**config.mk**
```make
export PLATFORM = sky130hd
export DESIGN_NAME = seq_detect_scheduler
export DESIGN_NICKNAME = d
export VERILOG_FILES = /design/src/rtl/seq_sched_pkg.sv /design/src/rtl/rr_arbiter.sv /design/src/rtl/seq_detect_scheduler.sv
export SDC_FILE = /design/constraint.sdc
export NUM_CORES = 1
export LEC_CHECK = 0
export ABC_AREA = 1
export ABC_CLOCK_PERIOD_IN_PS = 2720
export BUFFER_PORTS_ARGS = -buffer_cell sky130_fd_sc_hd__buf_2
export CAP_MARGIN = 15
export CORE_MARGIN = 4
export CORE_UTILIZATION = 55
export DETAILED_ROUTE_END_ITERATION = 12
export GPL_ROUTABILITY_DRIVEN = 0
export PLACE_DENSITY_LB_ADDON = 0.2
export SKIP_CTS_REPAIR_TIMING = 1
export SYNTH_ARGS = -nofsm -noshare
export SYNTH_HDL_FRONTEND = slang
export SYNTH_SLANG_ARGS = --single-unit
```
**constraint.sdc**
```tcl
create_clock -name clk -period 2.72 [get_ports clk]
set_input_delay 0.408 -clock clk [delete_from_list [all_inputs] [get_ports clk]]
set_output_delay 0.408 -clock clk [all_outputs]
set_load 0.005 [all_outputs]
```
**src/rtl/seq_sched_pkg.sv**
```systemverilog
// Shared types and width helpers for the sequence-detector scheduler.
package seq_sched_pkg;

  typedef enum logic [1:0] {S_IDLE, S_SHIFT, S_GUARD, S_REPORT} state_e;

  function automatic int id_width(input int n);
    return (n > 1) ? $clog2(n) : 1;
  endfunction

  function automatic int cnt_width(input int w);
    return $clog2(w + 1);
  endfunction

  localparam int ID_W  = id_width(4);
  localparam int CNT_W = cnt_width(8);

endpackage

```
**src/rtl/rr_arbiter.sv**
```systemverilog
// Combinational round-robin pick: search upward from last_grant+1, wrapping.
module rr_arbiter
  import seq_sched_pkg::*;
#(
  parameter  int N  = 4,
  localparam int IW = id_width(N)
) (
  input  logic [N-1:0]  i_req,
  input  logic [IW-1:0] i_last_grant,
  input  logic          i_enable,
  output logic [N-1:0]  o_pick,
  output logic [IW-1:0] o_pick_idx
);

  always_comb begin
    logic found;
    found      = 1'b0;
    o_pick     = '0;
    o_pick_idx = '0;
    for (int k = 1; k <= N; k++) begin
      automatic int idx = (int'(i_last_grant) + k) % N;
      if (i_enable && !found && i_req[idx]) begin
        found       = 1'b1;
        o_pick[idx] = 1'b1;
        o_pick_idx  = IW'(idx);
      end
    end
  end

endmodule

```
**src/rtl/seq_detect_scheduler.sv**
```systemverilog
// Time-shares one serial 1011 detector between N word requesters; one word
// is shifted MSB-first, flushed with guard zeros, and its match count reported.
module seq_detect_scheduler
  import seq_sched_pkg::*;
#(
  parameter int N       = 4,
  parameter int W       = 8,
  parameter int GUARD   = 2,
  parameter int DET_LAT = 1
) (
  input  logic                      clk,
  input  logic                      rstn,
  input  logic [N-1:0]              req,
  input  logic [N*W-1:0]            req_data,
  output logic [N-1:0]              grant,
  output logic                      det_in,
  input  logic                      det_out,
  output logic                      rsp_valid,
  output logic [id_width(N)-1:0]    rsp_id,
  output logic [cnt_width(W)-1:0]   rsp_count,
  output logic                      busy
);

  localparam int IDW = id_width(N);
  localparam int CW  = cnt_width(W);
  localparam int BW  = (W > 1) ? $clog2(W) : 1;
  localparam int GW  = (GUARD > 1) ? $clog2(GUARD) : 1;

  state_e           r_state;
  logic [W-1:0]     r_shift;
  logic [BW-1:0]    r_bit;
  logic [GW-1:0]    r_gcnt;
  logic [IDW-1:0]   r_gid;
  logic [IDW-1:0]   r_ptr;
  logic [CW-1:0]    r_cnt;
  logic [DET_LAT-1:0] r_en_pipe;

  logic [N-1:0]     w_pick;
  logic [IDW-1:0]   w_pick_idx;
  logic [IDW-1:0]   w_last_grant;
  logic             w_cnt_en;
  logic [CW-1:0]    w_cnt_next;

  // r_ptr is the highest-priority index; the arbiter wants the one before it.
  assign w_last_grant = (r_ptr == '0) ? IDW'(N - 1) : r_ptr - 1'b1;
  assign w_cnt_en     = r_en_pipe[DET_LAT-1];
  assign w_cnt_next   = r_cnt + CW'(w_cnt_en && det_out);
  assign det_in       = (r_state == S_SHIFT) && r_shift[W-1];
  assign busy         = (r_state != S_IDLE);

  rr_arbiter #(.N(N)) u_arb (
    .i_req        (req),
    .i_last_grant (w_last_grant),
    .i_enable     (r_state == S_IDLE),
    .o_pick       (w_pick),
    .o_pick_idx   (w_pick_idx)
  );

  always_ff @(posedge clk or negedge rstn) begin
    if (!rstn) begin
      r_state   <= S_IDLE;
      r_shift   <= '0;
      r_bit     <= '0;
      r_gcnt    <= '0;
      r_gid     <= '0;
      r_ptr     <= '0;
      r_cnt     <= '0;
      r_en_pipe <= '0;
      grant     <= '0;
      rsp_valid <= 1'b0;
      rsp_id    <= '0;
      rsp_count <= '0;
    end else begin
      grant     <= '0;
      rsp_valid <= 1'b0;
      r_cnt     <= w_cnt_next;
      r_en_pipe[0] <= (r_state == S_SHIFT);
      for (int i = 1; i < DET_LAT; i++) r_en_pipe[i] <= r_en_pipe[i-1];

      case (r_state)
        S_IDLE: begin
          if (|w_pick) begin
            grant   <= w_pick;
            r_gid   <= w_pick_idx;
            r_shift <= req_data[int'(w_pick_idx)*W +: W];
            r_cnt   <= '0;
            r_bit   <= '0;
            r_state <= S_SHIFT;
          end
        end
        S_SHIFT: begin
          r_shift <= r_shift << 1;
          if (r_bit == BW'(W - 1)) begin
            r_gcnt  <= '0;
            r_state <= S_GUARD;
          end else begin
            r_bit <= r_bit + 1'b1;
          end
        end
        S_GUARD: begin
          // The last detector result lands on this edge when DET_LAT == GUARD.
          if (r_gcnt == GW'(GUARD - 1)) begin
            rsp_valid <= 1'b1;
            rsp_id    <= r_gid;
            rsp_count <= w_cnt_next;
            r_state   <= S_REPORT;
          end else begin
            r_gcnt <= r_gcnt + 1'b1;
          end
        end
        S_REPORT: begin
          r_ptr   <= (r_gid == IDW'(N - 1)) ? '0 : r_gid + 1'b1;
          r_state <= S_IDLE;
        end
        default: r_state <= S_IDLE;
      endcase
    end
  end

endmodule

```
## Yosys cells after proc, flatten, opt, wreduce, memory -nomap -nowiden

Index checks and enable logic that the tools add are counted.

- Register bits after elaboration: 34
- Input port bits: 39
- Output and inout bits: 13

- Add/sub/neg operators: 9
- $lt $le $gt $ge: 8
- Eq/ne operators: 9
- Shifts and indexed selects: 1
- Multiplexer cells: 51
- Bitwise operators: 7
- Reduce and logical (&&, ||, !) cells: 32

Operators with widths:

| kind | count |
|---|---|
| 4-bit 2-to-1 mux | 8 |
| 32-bit by 6-bit indexed part select with 8-bit output | 1 |
| 1-bit 2-to-1 mux | 19 |
| 2-bit 2-to-1 mux | 9 |
| 3-bit by 4-bit less-than comparator with 1-bit output, second input constant | 4 |
| 8-bit one-hot mux with 2 select lines | 1 |
| 1-bit logical AND | 13 |
| 3-bit by 1-bit greater-or-equal comparator with 1-bit output, second input constant | 4 |
| 4-bit OR | 3 |
| 1-bit binary-select mux with 2-bit select | 4 |
| 1-bit demux with 2-bit select | 4 |
| 8-bit 2-to-1 mux | 1 |
| 2-bit one-hot mux with 4 select lines | 1 |
| 2-bit AND reduction | 4 |
| 2-bit OR reduction | 4 |
| 2-bit by 1-bit adder with 2-bit output, second input constant | 3 |
| 2-bit equality test, second input constant | 3 |
| 3-bit 2-to-1 mux | 2 |
| 2-bit != test, second input constant | 3 |
| 3-bit one-hot mux with 2 select lines | 1 |
| 3-bit AND reduction | 2 |
| 2-bit nonzero test | 3 |
| 2-bit adder, second input constant | 2 |
| 4-bit by 1-bit adder with 4-bit output | 1 |
| other kinds (11) | 17 |

## Logic depth before layout (Yosys ltp)

- Word-level depth: 25
- Gate-level depth with buffers: 18
- Gate-level depth less buffers: 18

## By module

A second synthesis with hierarchy kept.

- Cells, all modules: 325
- Area, all modules: 2376.0 um^2

By module, submodules not included:

| module | times used | cells an instance | area an instance (um^2) | sequential area each (um^2) |
|---|---|---|---|---|
| seq_detect_scheduler | 1 | 242 | 1879.3 | 850.8 |
| rr_arbiter | 1 | 83 | 496.7 | 0.0 |

## Worst setup path before layout

Ideal clock, no wire load.

- Kind: register to register
- Start point: reg r_ptr[0]
- End point: reg r_shift[0]
- Setup time: 0.117 ns
- Arrival time: 2.150 ns
- Setup slack: 0.453 ns
- Stages on the path, launching flop included: 16
- Path through: dfrtp_1 -> inv_2 -> ha_1 -> inv_1 -> nand3_2 -> nand2_2 -> inv_4 -> nor2_8 -> nand2_2 -> nand2_4 -> nand2_4 -> buf_6 -> o211ai_1 -> nand2_1 -> nand2_1 -> nand2_1

- Cells in the longest elaborated chain, start to end: 23
- Elaborated cells on any way between the ends: 77
- Classes of those cells: add/sub (5); order compare (8); eq/ne (1); shift (1); mux (34); bitwise (7); reduce/logical (21)

RTL lines:

| item | RTL line | text |
|---|---|---|
| start, declared | seq_detect_scheduler.sv:34 | `logic [IDW-1:0] r_ptr;` |
| start signal, assigned | seq_detect_scheduler.sv:112 | `r_ptr <= (r_gid == IDW'(N - 1)) ? '0 : r_gid + 1'b1;` |
| 2-bit by 1-bit subtractor with 2-bit output or 2-bit zero test (tied branches) | seq_detect_scheduler.sv:45 | `assign w_last_grant = (r_ptr == '0) ? IDW'(N - 1) : r_ptr - 1'b1;` |
| 2-bit 2-to-1 mux * | seq_detect_scheduler.sv:45 |  |
| 2-bit by 1-bit adder with 2-bit output | rr_arbiter.sv:21 | `automatic int idx = (int'(i_last_grant) + k) % N;` |
| 1-bit binary-select mux with 2-bit select | rr_arbiter.sv:22 | `if (i_enable && !found && i_req[idx]) begin` |
| 1-bit 2-to-1 mux (implied by the code) (2 in series) | rr_arbiter.sv:22 |  |
| 1-bit logical AND | rr_arbiter.sv:22 |  |
| 1-bit 2-to-1 mux | rr_arbiter.sv:22 |  |
| 1-bit zero test | rr_arbiter.sv:22 |  |
| (+4 left out) | - |  |
| 1-bit logical AND (2 in series) | rr_arbiter.sv:22 |  |
| 1-bit 2-to-1 mux | rr_arbiter.sv:22 |  |
| 1-bit zero test | rr_arbiter.sv:22 |  |
| 1-bit logical AND (2 in series) | rr_arbiter.sv:22 |  |
| 2-bit 2-to-1 mux or 4-bit 2-to-1 mux (tied branches) | rr_arbiter.sv:22 |  |
| 32-bit by 6-bit indexed part select with 8-bit output or 4-bit OR reduction (tied branches) | seq_detect_scheduler.sv:85, seq_detect_scheduler.sv:82 |  |
| 8-bit 2-to-1 mux or 2-bit != test (tied branches) | - |  |
| 8-bit one-hot mux with 2 select lines or 2-bit AND reduction (tied branches) | - |  |
| end signal, assigned | seq_detect_scheduler.sv:85 | `r_shift <= req_data[int'(w_pick_idx)*W +: W];` |
| end signal, assigned | seq_detect_scheduler.sv:92 | `r_shift <= r_shift << 1;` |
| end, declared | seq_detect_scheduler.sv:30 | `logic [W-1:0] r_shift;` |

Every way passes the cells marked *; elsewhere a longest branch is shown, timed or not. The select of a mux whose other input is x is not followed.
A chain may end at the register's enable or synchronous reset.

## Worst setup path in the final report

- Start point: reg r_ptr[1]
- End point: reg r_bit[0]

- Cells in the longest elaborated chain, start to end: 23
- Elaborated cells on any way between the ends: 70
- Classes of those cells: add/sub (5); order compare (8); eq/ne (1); mux (28); bitwise (7); reduce/logical (21)

RTL lines:

| item | RTL line | text |
|---|---|---|
| 2-bit by 1-bit subtractor with 2-bit output or 2-bit zero test (tied branches) | seq_detect_scheduler.sv:45 |  |
| 2-bit 2-to-1 mux * | seq_detect_scheduler.sv:45 |  |
| parallel branches: the longest is 17 deep, another holds 3-bit by 4-bit less-than comparator with 1-bit output | - |  |
| 4-bit 2-to-1 mux * | rr_arbiter.sv:22 |  |
| 4-bit OR reduction * | seq_detect_scheduler.sv:82 | `if (\|w_pick) begin` |
| 2-bit != test (no source line) * | - |  |
| 3-bit AND reduction (no source line) * | - |  |
| end signal, assigned | seq_detect_scheduler.sv:97 | `r_bit <= r_bit + 1'b1;` |
| end, declared | seq_detect_scheduler.sv:31 | `logic [BW-1:0] r_bit;` |

Every way passes the cells marked *. The select of a mux whose other input is x is not followed.

==> flow_metrics.py <==
metrics = {
    "sta": {
        "max_slew.worst_pin.slew_ns": 0.728,
        "rsz0062_at_grt": "no",
        "period_minus_slack_ns": 2.50,
        "setup_violations": 0,
        "slew_headroom_pct": 51.5,
        "finalSetupTns_ns": 0,
        "hold_violations": 0,
        "clock_skew_ns": 0.00599,
        "drv_slew": 0,
        "fin_crit_sh_pct": 91.8,
        "timing.fmax_ghz": 0.401,
    },
    "synthesis": {
        "syn_nets": 381,
        "yosys_warnings": 0,
        "ys_seq_area_share_pct": 35.3,
        "synth_seq_cells": 34,
        "synth_cells": 324,
        "netlist_area_um2": 2410,
        "synth.avg_cell_area_um2": 7.45,
        "ys_types": 29,
    },
    "global_routing": {
        "grt_pass1_wl_um": 8830,
        "grt_pass1_vias": 2046,
        "grtUsageTotal_pct": 20.3,
        "grt-ovfl-total": 0,
        "grt_max_degree": 35,
        "antenna_found_initial": 0,
    },
    "floorplanning": {
        "core_area_um2": 4120,
        "fp.dieH_um": 74.2,
        "io_pins": 52,
        "row_count": 23,
        "die_area_um2": 5510,
        "die_w_um": 74.2,
        "initial_utilization_pct": 58.7,
    },
    "cts": {
        "cts_root_buffer": "clkbuf_8",
        "clock_latency_ns": 0.29,
        "htreeDepth": 2,
        "cts_tree": "done",
        "clk_path_buf_depth": 2,
        "clk_pin_slew_ns": 0.07,
        "cts_buffers": 5,
        "cts.sinks": 34,
    },
    "detailed_routing": {
        "wl_um": 5100,
        "wire_per_inst_um": 11.9,
        "dr.first_iter.drc_count": 120,
        "vias": 2178,
        "ant_nets": 0,
        "drc": 0,
        "drtPass1Iterations": 4,
        "post_drt_via_cell_ratio": 5.08,
    },
    "setup_path": {
        "setup.worst_path.end_class": "register",
        "startpoint_type": "register",
        "required_ns": 2.89,
        "critPathBufInv": 4,
        "critPathArrivalTime_ns": 2.67,
        "critPathMaxStageDelay_ns": 0.45,
        "path_delay_family": "simple AND/OR/NAND/NOR gates",
        "critPathKind": "register to register",
        "path_max_fanout": 11,
        "cp_slowest_cell": "dfrtp_1",
        "path_cells": "inv_1 -> ha_1 -> inv_1 -> nand3_2 -> nand2_2 -> inv_4 -> nor2_8 -> nand3_1 -> nand3_2 -> nor2_2 -> nand3_1 -> buf_4 -> nand2_1 -> nand2_1 -> o21ai_1",
    },
    "layout": {
        "synthToLayoutAreaGrowth_pct": 16.0,
        "nets": 435,
        "drive_above_1_share_pct": 26.4,
        "num_antenna_cells": 0,
    },
    "power": {
        "power_w": 0.00369,
        "peakVddDrop_v": 0.000647,
        "power_density_nw_per_um2": 1320,
        "p_leak_nw": 1.62,
    },
    "placed_design": {
        "portBuffers": 51,
        "hpwl_um": 3870,
    },
    "min_path": {
        "hp-class": "input port to async pin",
    },
    "run": {
        "drv_cap": 0,
    },
    "status": {
        "status": "finished, final reports clean",
    },
}
-- cell type report --
class / instances / area [um2]
Tap cell: 50 / 62.6
Fill cell: 359 / 1320
Inverter: 38 / 145
Multi-Input combinational cell: 245 / 1370
Clock inverter: 2 / 12.5
Clock buffer: 6 / 82.6
Sequential cell: 34 / 852
Timing Repair Buffer: 54 / 278
-- cell usage after synthesis --
cell type  instances  area (um2)
inv_4              1        6.26
xor2_1             1        8.76
nor2_4             2        22.5
nand4_1            3        18.8
buf_2              1        5.00
or2_2              8        50.1
clkinv_1           3        11.3
nand2_4            2        22.5
nor2_1            12        45.0
o211ai_1           2        15.0
nand3_2            8        80.1
nand3_1           60         300
o21ai_1            2        10.0
a22o_1             1        8.76
o21ai_2            1        8.76
o21ai_0            8        40.0
clkbuf_1           2        7.51
nand2_1           98         368
nand2_2            7        43.8
nor2_2             3        18.8
nand3b_1           7        52.6
buf_4              2        15.0
nor2_8             1        20.0
inv_2              4        15.0
xnor2_1            1        8.76
dfrtp_1           34         851
ha_1              18         225
buf_6              2        22.5
inv_1             30         113
-- metrics by stage --
| stage | std cells | utilization, % | cell area [um2] | hold slack, ns | setup slack, ns |
|---|---|---|---|---|---|
| 5_1_grt | 429 | 68.0 | 2800 | 0.230 | 0.0440 |
| 6_report | 429 | 68.0 | 2800 | 0.172 | 0.224 |
| 4_1_cts | 429 | 68.0 | 2800 | 0.195 | 0.122 |
| 2_1_floorplan | 324 | - | 2410 | 0.112 | 0.453 |
| 3_3_place_gp | 421 | 65.7 | 2700 | 0.461 | 0.188 |
| 3_5_place_dp | 421 | 65.7 | 2700 | 0.460 | 0.169 |
-- layer usage --
metal  part of all wire, %  vias up  global-route usage, %  wire (um)
met5                     0        -                      0          0
met4                   1.2        0                   6.32         63
met3                   4.7        7                   3.51        238
met2                    48       49                   33.9       2440
met1                    46      973                   27.1       2370
li1                      -     1149                      -          -
-- final timing paths --
path,from,to,slack (ns),cells after the start
hold reg to reg,rsp_id[0],rsp_id[0],0.48,2
min in group clk,rsp_id[0],rsp_id[0],0.48,2
hold / removal,rstn,grant[0],0.17,1
max in group asynchronous,rstn,r_ptr[0],2.05,1
setup reg to reg,r_ptr[1],r_bit[0],0.22,15
setup / recovery,r_ptr[1],r_bit[0],0.22,15
-- worst register-to-register path, delay by kind of cell (launching register included) --
kind / cells / cell delay, ns
compound gates: 1 / 0.06
fa+ha+maj: 1 / 0.38
buf+inv: 4 / 0.54
flops: 1 / 0.45
simple gates: 9 / 0.95
-- report_power, final --
part | internal, W | switching, W | total [W]
clock network | 0.000203 | 0.000187 | 0.000391
registers | 0.000709 | 0.000118 | 0.000827
logic | 0.000845 | 0.00163 | 0.00248
total | 0.00176 | 0.00194 | 0.00369
-- cell usage in the layout (no fill, tap or decap), types with 2 or more instances in the layout --
cell | netlist | routed
nand2_2 | 7 | 7
inv_2 | 4 | 4
o211ai_1 | 2 | 2
clkbuf_8 | 0 | 6
o21ai_1 | 2 | 2
nand2_1 | 98 | 98
nand3_2 | 8 | 8
inv_1 | 30 | 30
nand3b_1 | 7 | 7
ha_1 | 18 | 18
clkinv_1 | 3 | 3
nor2_2 | 3 | 3
buf_4 | 2 | 3
dfrtp_1 | 34 | 33
o21ai_0 | 8 | 8
nor2_1 | 12 | 12
buf_2 | 1 | 51
or2_2 | 8 | 8
nand3_1 | 60 | 60
nand4_1 | 3 | 3
nand2_4 | 2 | 2
nor2_4 | 2 | 2
-- logic make-up after synthesis --
logic type               count (synthesis)  synth area share [%]
AO/OA/AOI/OAI                           14                  3.42
XOR/XNOR                                 2                 0.726
adder cells (fa/ha/maj)                 18                  9.33
buffers and inverters                   45                  8.09
flip-flops                              34                  35.3
AND/OR/NAND/NOR                        211                  43.2
-- registers in the layout, summed over array words and instances (netlist names) --
register   flops
r_gcnt         1
r_en_pipe      1
r_bit          3
r_ptr          2
r_gid          2
rsp_valid      1
rsp_count      4
r_state        2
r_shift        8
r_cnt          4
rsp_id         2
grant          4
Note: power is estimated with default switching activity, not from simulation.
